<file path="src/rtl/clint_bus_pkg.sv">
// Shared types and constants for the CLINT AXI4-Lite arbiter slice.
package clint_bus_pkg;

    localparam int ADDR_W_DEF = 32;
    localparam int DATA_W_DEF = 32;

    localparam logic [1:0] RESP_OKAY   = 2'b00;
    localparam logic [1:0] RESP_SLVERR = 2'b10;

    typedef enum logic [1:0] {
        IDLE = 2'd0,
        ADDR = 2'd1,
        RESP = 2'd2,
        DONE = 2'd3
    } chan_state_t;

endpackage

</file>
<file path="src/rtl/rr_arb2.sv">
// Two-way round-robin grant: a lone requester wins, a tie goes to the master not served last.
module rr_arb2 (
    input  logic [1:0] req,
    input  logic       last,
    output logic [1:0] grant
);

    // last = 1 means master 1 was served most recently
    always_comb begin
        grant = 2'b00;
        case (req)
            2'b01:   grant = 2'b01;
            2'b10:   grant = 2'b10;
            2'b11:   grant = last ? 2'b01 : 2'b10;
            default: grant = 2'b00;
        endcase
    end

endmodule

</file>
<file path="src/rtl/clint_axil_arbiter.sv">
// Two-master AXI4-Lite arbiter in front of the CLINT; read and write channels
// are arbitrated independently with one outstanding transaction each.
module clint_axil_arbiter
    import clint_bus_pkg::*;
#(
    parameter int ADDR_W = ADDR_W_DEF,
    parameter int DATA_W = DATA_W_DEF
) (
    input  logic                clk,
    input  logic                rst,

    input  logic [ADDR_W-1:0]   m0_axi_araddr,
    input  logic [2:0]          m0_axi_arprot,
    input  logic                m0_axi_arvalid,
    output logic                m0_axi_arready,
    output logic [DATA_W-1:0]   m0_axi_rdata,
    output logic [1:0]          m0_axi_rresp,
    output logic                m0_axi_rvalid,
    input  logic                m0_axi_rready,
    input  logic [ADDR_W-1:0]   m0_axi_awaddr,
    input  logic [2:0]          m0_axi_awprot,
    input  logic                m0_axi_awvalid,
    output logic                m0_axi_awready,
    input  logic [DATA_W-1:0]   m0_axi_wdata,
    input  logic [DATA_W/8-1:0] m0_axi_wstrb,
    input  logic                m0_axi_wvalid,
    output logic                m0_axi_wready,
    output logic [1:0]          m0_axi_bresp,
    output logic                m0_axi_bvalid,
    input  logic                m0_axi_bready,

    input  logic [ADDR_W-1:0]   m1_axi_araddr,
    input  logic [2:0]          m1_axi_arprot,
    input  logic                m1_axi_arvalid,
    output logic                m1_axi_arready,
    output logic [DATA_W-1:0]   m1_axi_rdata,
    output logic [1:0]          m1_axi_rresp,
    output logic                m1_axi_rvalid,
    input  logic                m1_axi_rready,
    input  logic [ADDR_W-1:0]   m1_axi_awaddr,
    input  logic [2:0]          m1_axi_awprot,
    input  logic                m1_axi_awvalid,
    output logic                m1_axi_awready,
    input  logic [DATA_W-1:0]   m1_axi_wdata,
    input  logic [DATA_W/8-1:0] m1_axi_wstrb,
    input  logic                m1_axi_wvalid,
    output logic                m1_axi_wready,
    output logic [1:0]          m1_axi_bresp,
    output logic                m1_axi_bvalid,
    input  logic                m1_axi_bready,

    output logic [ADDR_W-1:0]   s_axi_araddr,
    output logic [2:0]          s_axi_arprot,
    output logic                s_axi_arvalid,
    input  logic                s_axi_arready,
    input  logic [DATA_W-1:0]   s_axi_rdata,
    input  logic [1:0]          s_axi_rresp,
    input  logic                s_axi_rvalid,
    output logic                s_axi_rready,
    output logic [ADDR_W-1:0]   s_axi_awaddr,
    output logic [2:0]          s_axi_awprot,
    output logic                s_axi_awvalid,
    input  logic                s_axi_awready,
    output logic [DATA_W-1:0]   s_axi_wdata,
    output logic [DATA_W/8-1:0] s_axi_wstrb,
    output logic                s_axi_wvalid,
    input  logic                s_axi_wready,
    input  logic [1:0]          s_axi_bresp,
    input  logic                s_axi_bvalid,
    output logic                s_axi_bready
);

    chan_state_t       rd_state_r;
    logic              rd_owner_r;
    logic              rd_last_r;
    logic [DATA_W-1:0] rd_data_r;
    logic [1:0]        rd_resp_r;
    logic [1:0]        rd_req_s;
    logic [1:0]        rd_grant_s;
    logic              rd_hs_s;
    logic              rd_owner_ready_s;

    chan_state_t       wr_state_r;
    logic              wr_owner_r;
    logic              wr_last_r;
    logic [1:0]        wr_resp_r;
    logic [1:0]        wr_req_s;
    logic [1:0]        wr_grant_s;
    logic              wr_hs_s;
    logic              wr_owner_ready_s;
    logic              aw_ok_s;
    logic              w_ok_s;

    assign rd_req_s = {m1_axi_arvalid, m0_axi_arvalid};
    // A write request needs AW and W together: the CLINT only acts on both at once
    assign wr_req_s = {m1_axi_awvalid & m1_axi_wvalid, m0_axi_awvalid & m0_axi_wvalid};

    rr_arb2 u_rd_arb (
        .req   (rd_req_s),
        .last  (rd_last_r),
        .grant (rd_grant_s)
    );

    rr_arb2 u_wr_arb (
        .req   (wr_req_s),
        .last  (wr_last_r),
        .grant (wr_grant_s)
    );

    assign m0_axi_arready = (rd_state_r == IDLE) & rd_grant_s[0];
    assign m1_axi_arready = (rd_state_r == IDLE) & rd_grant_s[1];
    assign m0_axi_awready = (wr_state_r == IDLE) & wr_grant_s[0];
    assign m1_axi_awready = (wr_state_r == IDLE) & wr_grant_s[1];
    assign m0_axi_wready  = m0_axi_awready;
    assign m1_axi_wready  = m1_axi_awready;

    assign rd_hs_s = (m0_axi_arvalid & m0_axi_arready) | (m1_axi_arvalid & m1_axi_arready);
    assign wr_hs_s = (m0_axi_awvalid & m0_axi_awready) | (m1_axi_awvalid & m1_axi_awready);

    assign rd_owner_ready_s = rd_owner_r ? m1_axi_rready : m0_axi_rready;
    assign wr_owner_ready_s = wr_owner_r ? m1_axi_bready : m0_axi_bready;

    // AW and W each count as accepted once their own ready has been seen
    assign aw_ok_s = ~s_axi_awvalid | s_axi_awready;
    assign w_ok_s  = ~s_axi_wvalid | s_axi_wready;

    assign m0_axi_rdata = rd_data_r;
    assign m1_axi_rdata = rd_data_r;
    assign m0_axi_rresp = rd_resp_r;
    assign m1_axi_rresp = rd_resp_r;
    assign m0_axi_bresp = wr_resp_r;
    assign m1_axi_bresp = wr_resp_r;

    // Read channel FSM
    always_ff @(posedge clk) begin
        if (rst) begin
            rd_state_r    <= IDLE;
            rd_owner_r    <= 1'b0;
            rd_last_r     <= 1'b1;
            rd_data_r     <= '0;
            rd_resp_r     <= RESP_OKAY;
            s_axi_araddr  <= '0;
            s_axi_arprot  <= 3'b000;
            s_axi_arvalid <= 1'b0;
            s_axi_rready  <= 1'b0;
            m0_axi_rvalid <= 1'b0;
            m1_axi_rvalid <= 1'b0;
        end else begin
            case (rd_state_r)
                IDLE: begin
                    if (rd_hs_s) begin
                        rd_owner_r    <= rd_grant_s[1];
                        s_axi_araddr  <= rd_grant_s[1] ? m1_axi_araddr : m0_axi_araddr;
                        s_axi_arprot  <= rd_grant_s[1] ? m1_axi_arprot : m0_axi_arprot;
                        s_axi_arvalid <= 1'b1;
                        rd_state_r    <= ADDR;
                    end
                end
                ADDR: begin
                    if (s_axi_arready) begin
                        s_axi_arvalid <= 1'b0;
                        s_axi_rready  <= 1'b1;
                        rd_state_r    <= RESP;
                    end
                end
                RESP: begin
                    if (s_axi_rvalid) begin
                        s_axi_rready  <= 1'b0;
                        rd_data_r     <= s_axi_rdata;
                        rd_resp_r     <= s_axi_rresp;
                        m0_axi_rvalid <= ~rd_owner_r;
                        m1_axi_rvalid <= rd_owner_r;
                        rd_state_r    <= DONE;
                    end
                end
                DONE: begin
                    if (rd_owner_ready_s) begin
                        m0_axi_rvalid <= 1'b0;
                        m1_axi_rvalid <= 1'b0;
                        rd_last_r     <= rd_owner_r;
                        rd_state_r    <= IDLE;
                    end
                end
                default: rd_state_r <= IDLE;
            endcase
        end
    end

    // Write channel FSM
    always_ff @(posedge clk) begin
        if (rst) begin
            wr_state_r    <= IDLE;
            wr_owner_r    <= 1'b0;
            wr_last_r     <= 1'b1;
            wr_resp_r     <= RESP_OKAY;
            s_axi_awaddr  <= '0;
            s_axi_awprot  <= 3'b000;
            s_axi_awvalid <= 1'b0;
            s_axi_wdata   <= '0;
            s_axi_wstrb   <= '0;
            s_axi_wvalid  <= 1'b0;
            s_axi_bready  <= 1'b0;
            m0_axi_bvalid <= 1'b0;
            m1_axi_bvalid <= 1'b0;
        end else begin
            case (wr_state_r)
                IDLE: begin
                    if (wr_hs_s) begin
                        wr_owner_r    <= wr_grant_s[1];
                        s_axi_awaddr  <= wr_grant_s[1] ? m1_axi_awaddr : m0_axi_awaddr;
                        s_axi_awprot  <= wr_grant_s[1] ? m1_axi_awprot : m0_axi_awprot;
                        s_axi_wdata   <= wr_grant_s[1] ? m1_axi_wdata  : m0_axi_wdata;
                        s_axi_wstrb   <= wr_grant_s[1] ? m1_axi_wstrb  : m0_axi_wstrb;
                        s_axi_awvalid <= 1'b1;
                        s_axi_wvalid  <= 1'b1;
                        wr_state_r    <= ADDR;
                    end
                end
                ADDR: begin
                    if (s_axi_awready) begin
                        s_axi_awvalid <= 1'b0;
                    end
                    if (s_axi_wready) begin
                        s_axi_wvalid <= 1'b0;
                    end
                    if (aw_ok_s && w_ok_s) begin
                        s_axi_bready <= 1'b1;
                        wr_state_r   <= RESP;
                    end
                end
                RESP: begin
                    if (s_axi_bvalid) begin
                        s_axi_bready  <= 1'b0;
                        wr_resp_r     <= s_axi_bresp;
                        m0_axi_bvalid <= ~wr_owner_r;
                        m1_axi_bvalid <= wr_owner_r;
                        wr_state_r    <= DONE;
                    end
                end
                DONE: begin
                    if (wr_owner_ready_s) begin
                        m0_axi_bvalid <= 1'b0;
                        m1_axi_bvalid <= 1'b0;
                        wr_last_r     <= wr_owner_r;
                        wr_state_r    <= IDLE;
                    end
                end
                default: wr_state_r <= IDLE;
            endcase
        end
    end

endmodule

</file>
<file path="config.mk">
export PLATFORM = sky130hd
export DESIGN_NAME = clint_axil_arbiter
export DESIGN_NICKNAME = d
export VERILOG_FILES = /design/src/rtl/clint_bus_pkg.sv /design/src/rtl/rr_arb2.sv /design/src/rtl/clint_axil_arbiter.sv
export SDC_FILE = /design/constraint.sdc
export NUM_CORES = 1
export LEC_CHECK = 0
export ABC_AREA = 0
export CAP_MARGIN = 20
export CORE_AREA = 2 2 177 179
export CTS_BUF_LIST = sky130_fd_sc_hd__clkbuf_16
export DETAILED_ROUTE_END_ITERATION = 7
export DIE_AREA = 0 0 179 181
export DONT_BUFFER_PORTS = 1
export PLACE_DENSITY = 0.4
export SLEW_MARGIN = 30
export SYNTH_ARGS = -nofsm -noshare
export SYNTH_HDL_FRONTEND = slang
export SYNTH_SLANG_ARGS = --single-unit
export TNS_END_PERCENT = 1
</file>
<file path="constraint.sdc">
create_clock -name clk -period 3.7 [get_ports clk]
set_clock_uncertainty 0.1 [all_clocks]
set_input_delay 0.74 -clock clk [delete_from_list [all_inputs] [get_ports clk]]
set_output_delay 0.74 -clock clk [all_outputs]
set_load 0.005 [all_outputs]
</file>
==> impl_results.md <==
- Outcome: finished clean
- Yosys reg bits: 159
- Switching power: 0.00212 W
- RSZ-0062 raised after global routing: false
- Number of fill cells: around 3300
- Fin. Hold Viols: 0
- Fin Setup TNS: 0 ns
- Combinational Power Share: 0.241
- Slew @ Worst Pin: 0.823 ns
- Area Growth Syn to Fin: 8.09%
- Cts hold-fix bufs: 0
- Hold crit path type: in -> reg
- Final setup violation count: 0
- Io pins: around 460
- Seq/Total Area, Yosys: 0.450
- Wire length per cell: 18.7 µm
- Core area: around 0.030 mm²
- Die W: 179 µm
- Final ANT Viol Nets: 0
- Dpl cells: around 1100
- Leak: roughly 3 nW
- Reg power frac: 0.452
- Post-cts sizing count: 0
- Hpwl dp: between 15000 and 20000 µm
- Max-cap violations: 0
- Count of cell types in the netlist: 34
- CTS Buf Count: 17
- Fin cells: between 1000 and 1500
- Gr busiest metal: met2
- Total Wirelength: 21200 µm
- Drt first-iter violations: approximately 140
- CTS Sinks: 159
- First-pass GRT wire length: 30700 µm
- Met1 Usage GRT: 0.139
- Clock network fraction of design power: 0.307
- Worst setup EP type: output pin
- Proportion of layout cells with a drive suffix above 1: 0.0651
- Internal power: about 0.0037 W
- CTS tree: yes
- Post-CTS setup buffers: 0
- Die height: 181 µm
- Final Cycle Share: 0.741
- Rel. slew slack: 0.451
- Final net count: 999
- WP data arrival: 1.90 ns
- Critical R2R Launch: rd_state_r[0]
- Type of origin of the critical path: flop
- Critical path origin: rd_state_r[0]
- Drc violations: 0
- Max-slew violation count: 0
- Sw Ratio: 0.365
- Pre-antenna DRT Iters: 4
- Core Rows: 64
- Util after Layout: 0.252
- Via count: 5337
- PortBufs: 0
- Initial antenna violation count: 1
- P per Cell Area: 760 mW/mm²
- H-tree depth: 4
- GR Util met2: 0.219
- Critical path class: reg -> out
- Top_reg_cell synth: dfxtp_1
- EDFF count, synth: 0
- Initial core utilization: 0.233
- Async SR Flop Fraction: 0
- RePlAce Congestion: between 0.7 and 0.8
- WP data required: 2.86 ns
- Grt ovf: 0
- Vias in the first global route: 5194
- CTS root buf: clkbuf_16
- Worst Hold Launch: rst
- Fmax: 365 MHz
- Post-Syn Area: 0.00707 mm²
- Die area: 0.0324 mm²
- Largest net degree at the start of global routing: 161
- Clock slew at the register clock pins of the worst setup and hold paths: roughly 0.070 ns
- M3 GR Usage: 0.0478
- Post-Syn Area per Cell: 8.89 µm²
- Cells after Synth: 795
- Power Total: 0.00581 W
- Syn nets: 1070
- Clock Latency Late Sink: ~0.43 ns
- Worst vdd rail ir drop: 0.320 mV
- YS warnings: 0
- CP Max Fanout: 37
- Final min period: 2.74 ns
- Post-DR vias/cell: 4.71
- GRT Resource Usage Total: 0.125
- Max Root-Sink Buffers: 2
==> worst paths after layout <==
path,end,slack (ns),cells after the start
setup / recovery,m0_axi_arready,0.96,5
hold / removal,s_axi_wstrb[0],0.29,1
setup reg to reg,s_axi_araddr[4],1.49,8
hold reg to reg,m0_axi_rdata[12],0.41,2
==> registers in the layout, summed over array words and instances (netlist names), 3 cells and up <==
name          flops
s_axi_awprot      3
s_axi_araddr     32
s_axi_awaddr     32
m0_axi_rdata     32
s_axi_wstrb       4
s_axi_wdata      32
s_axi_arprot      3
==> Yosys cell counts (3+ instances only) <==
cell type / number / area share
dfxtp_1: 159 / 0.45
nor2_1: 124 / 0.066
a211oi_1: 110 / 0.12
nand2_1: 84 / 0.045
mux2i_1: 77 / 0.11
a21oi_1: 46 / 0.033
buf_4: 44 / 0.047
o22ai_1: 35 / 0.031
clkbuf_1: 31 / 0.016
buf_2: 16 / 0.011
ha_1: 10 / 0.018
inv_1: 9 / 0.0048
nor2b_1: 8 / 0.0071
buf_6: 7 / 0.011
nand3_1: 5 / 0.0035
o21ai_0: 5 / 0.0035
and2_1: 3 / 0.0027
o21bai_1: 3 / 0.0032
==> layout make-up <==
class / instances / area [µm²] / share of cell area
timing repair buffer: 9 / 92.6 / 0.0121
multi-input combinational: 527 / 3260 / 0.426
clock buffer: 17 / 425 / 0.0557
clock inverter: 15 / 148 / 0.0193
inverter: 10 / 37.5 / 0.00491
sequential: 159 / 3180 / 0.417
antenna: 1 / 2.50 / 0.000328
tap: 396 / 495 / 0.0649
==> metrics by stage <==
step	hold WS [ns]	setup WS (ns)	instance area (µm²)
final	0.294	0.957	7640
after global routing	0.261	0.810	7640
after CTS	0.264	0.903	7640
after detailed placement	0.397	1.29	7060
after global placement	0.388	1.32	7060
after floorplan	0.366	1.39	7070
==> power by group through the flow <==
stage          Sequential, W  Clock, W  Combinational, W
6_report             0.00263   0.00178           0.00140
5_1_grt              0.00271   0.00192           0.00163
4_1_cts              0.00265   0.00187           0.00142
3_5_place_dp         0.00268         0           0.00142
3_3_place_gp         0.00269         0           0.00140
2_1_floorplan        0.00250         0           0.00128
==> layout by cell type (no fill, tap or decap), drive strengths merged, types with 9 or more instances in the layout <==
cell type | synthesis | layout
a21oi | 46 | 46
inv | 10 | 20
clkbuf | 31 | 17
nand2 | 84 | 84
a211oi | 110 | 110
mux2i | 77 | 77
o22ai | 35 | 35
buf | 68 | 9
nor2 | 126 | 126
ha | 10 | 10
dfxtp | 159 | 159
==> cell families (layout without fill, tap and decap cells) <==
logic type,after synthesis,in the layout,synth area share
buf+inv,109,51,0.0915
fa+ha+maj,10,10,0.0177
simple gates,231,231,0.130
mux,77,77,0.109
compound gates,209,209,0.202
flops,159,159,0.450
other cells,0,1,0
==> worst max-delay path, cell delays in order (launching register included) <==
cell     delay (ns)
dfxtp_1        0.35
inv_1          0.11
ha_1           0.15
buf_4          0.37
inv_1          0.16
nor2_1         0.34
==> layer usage <==
metal,wire [µm],part of all wire
met1,8160,0.38
met2,10700,0.50
met3,2120,0.10
met4,235,0.011
met5,0,0
Power figures use the tool's default switching activity.
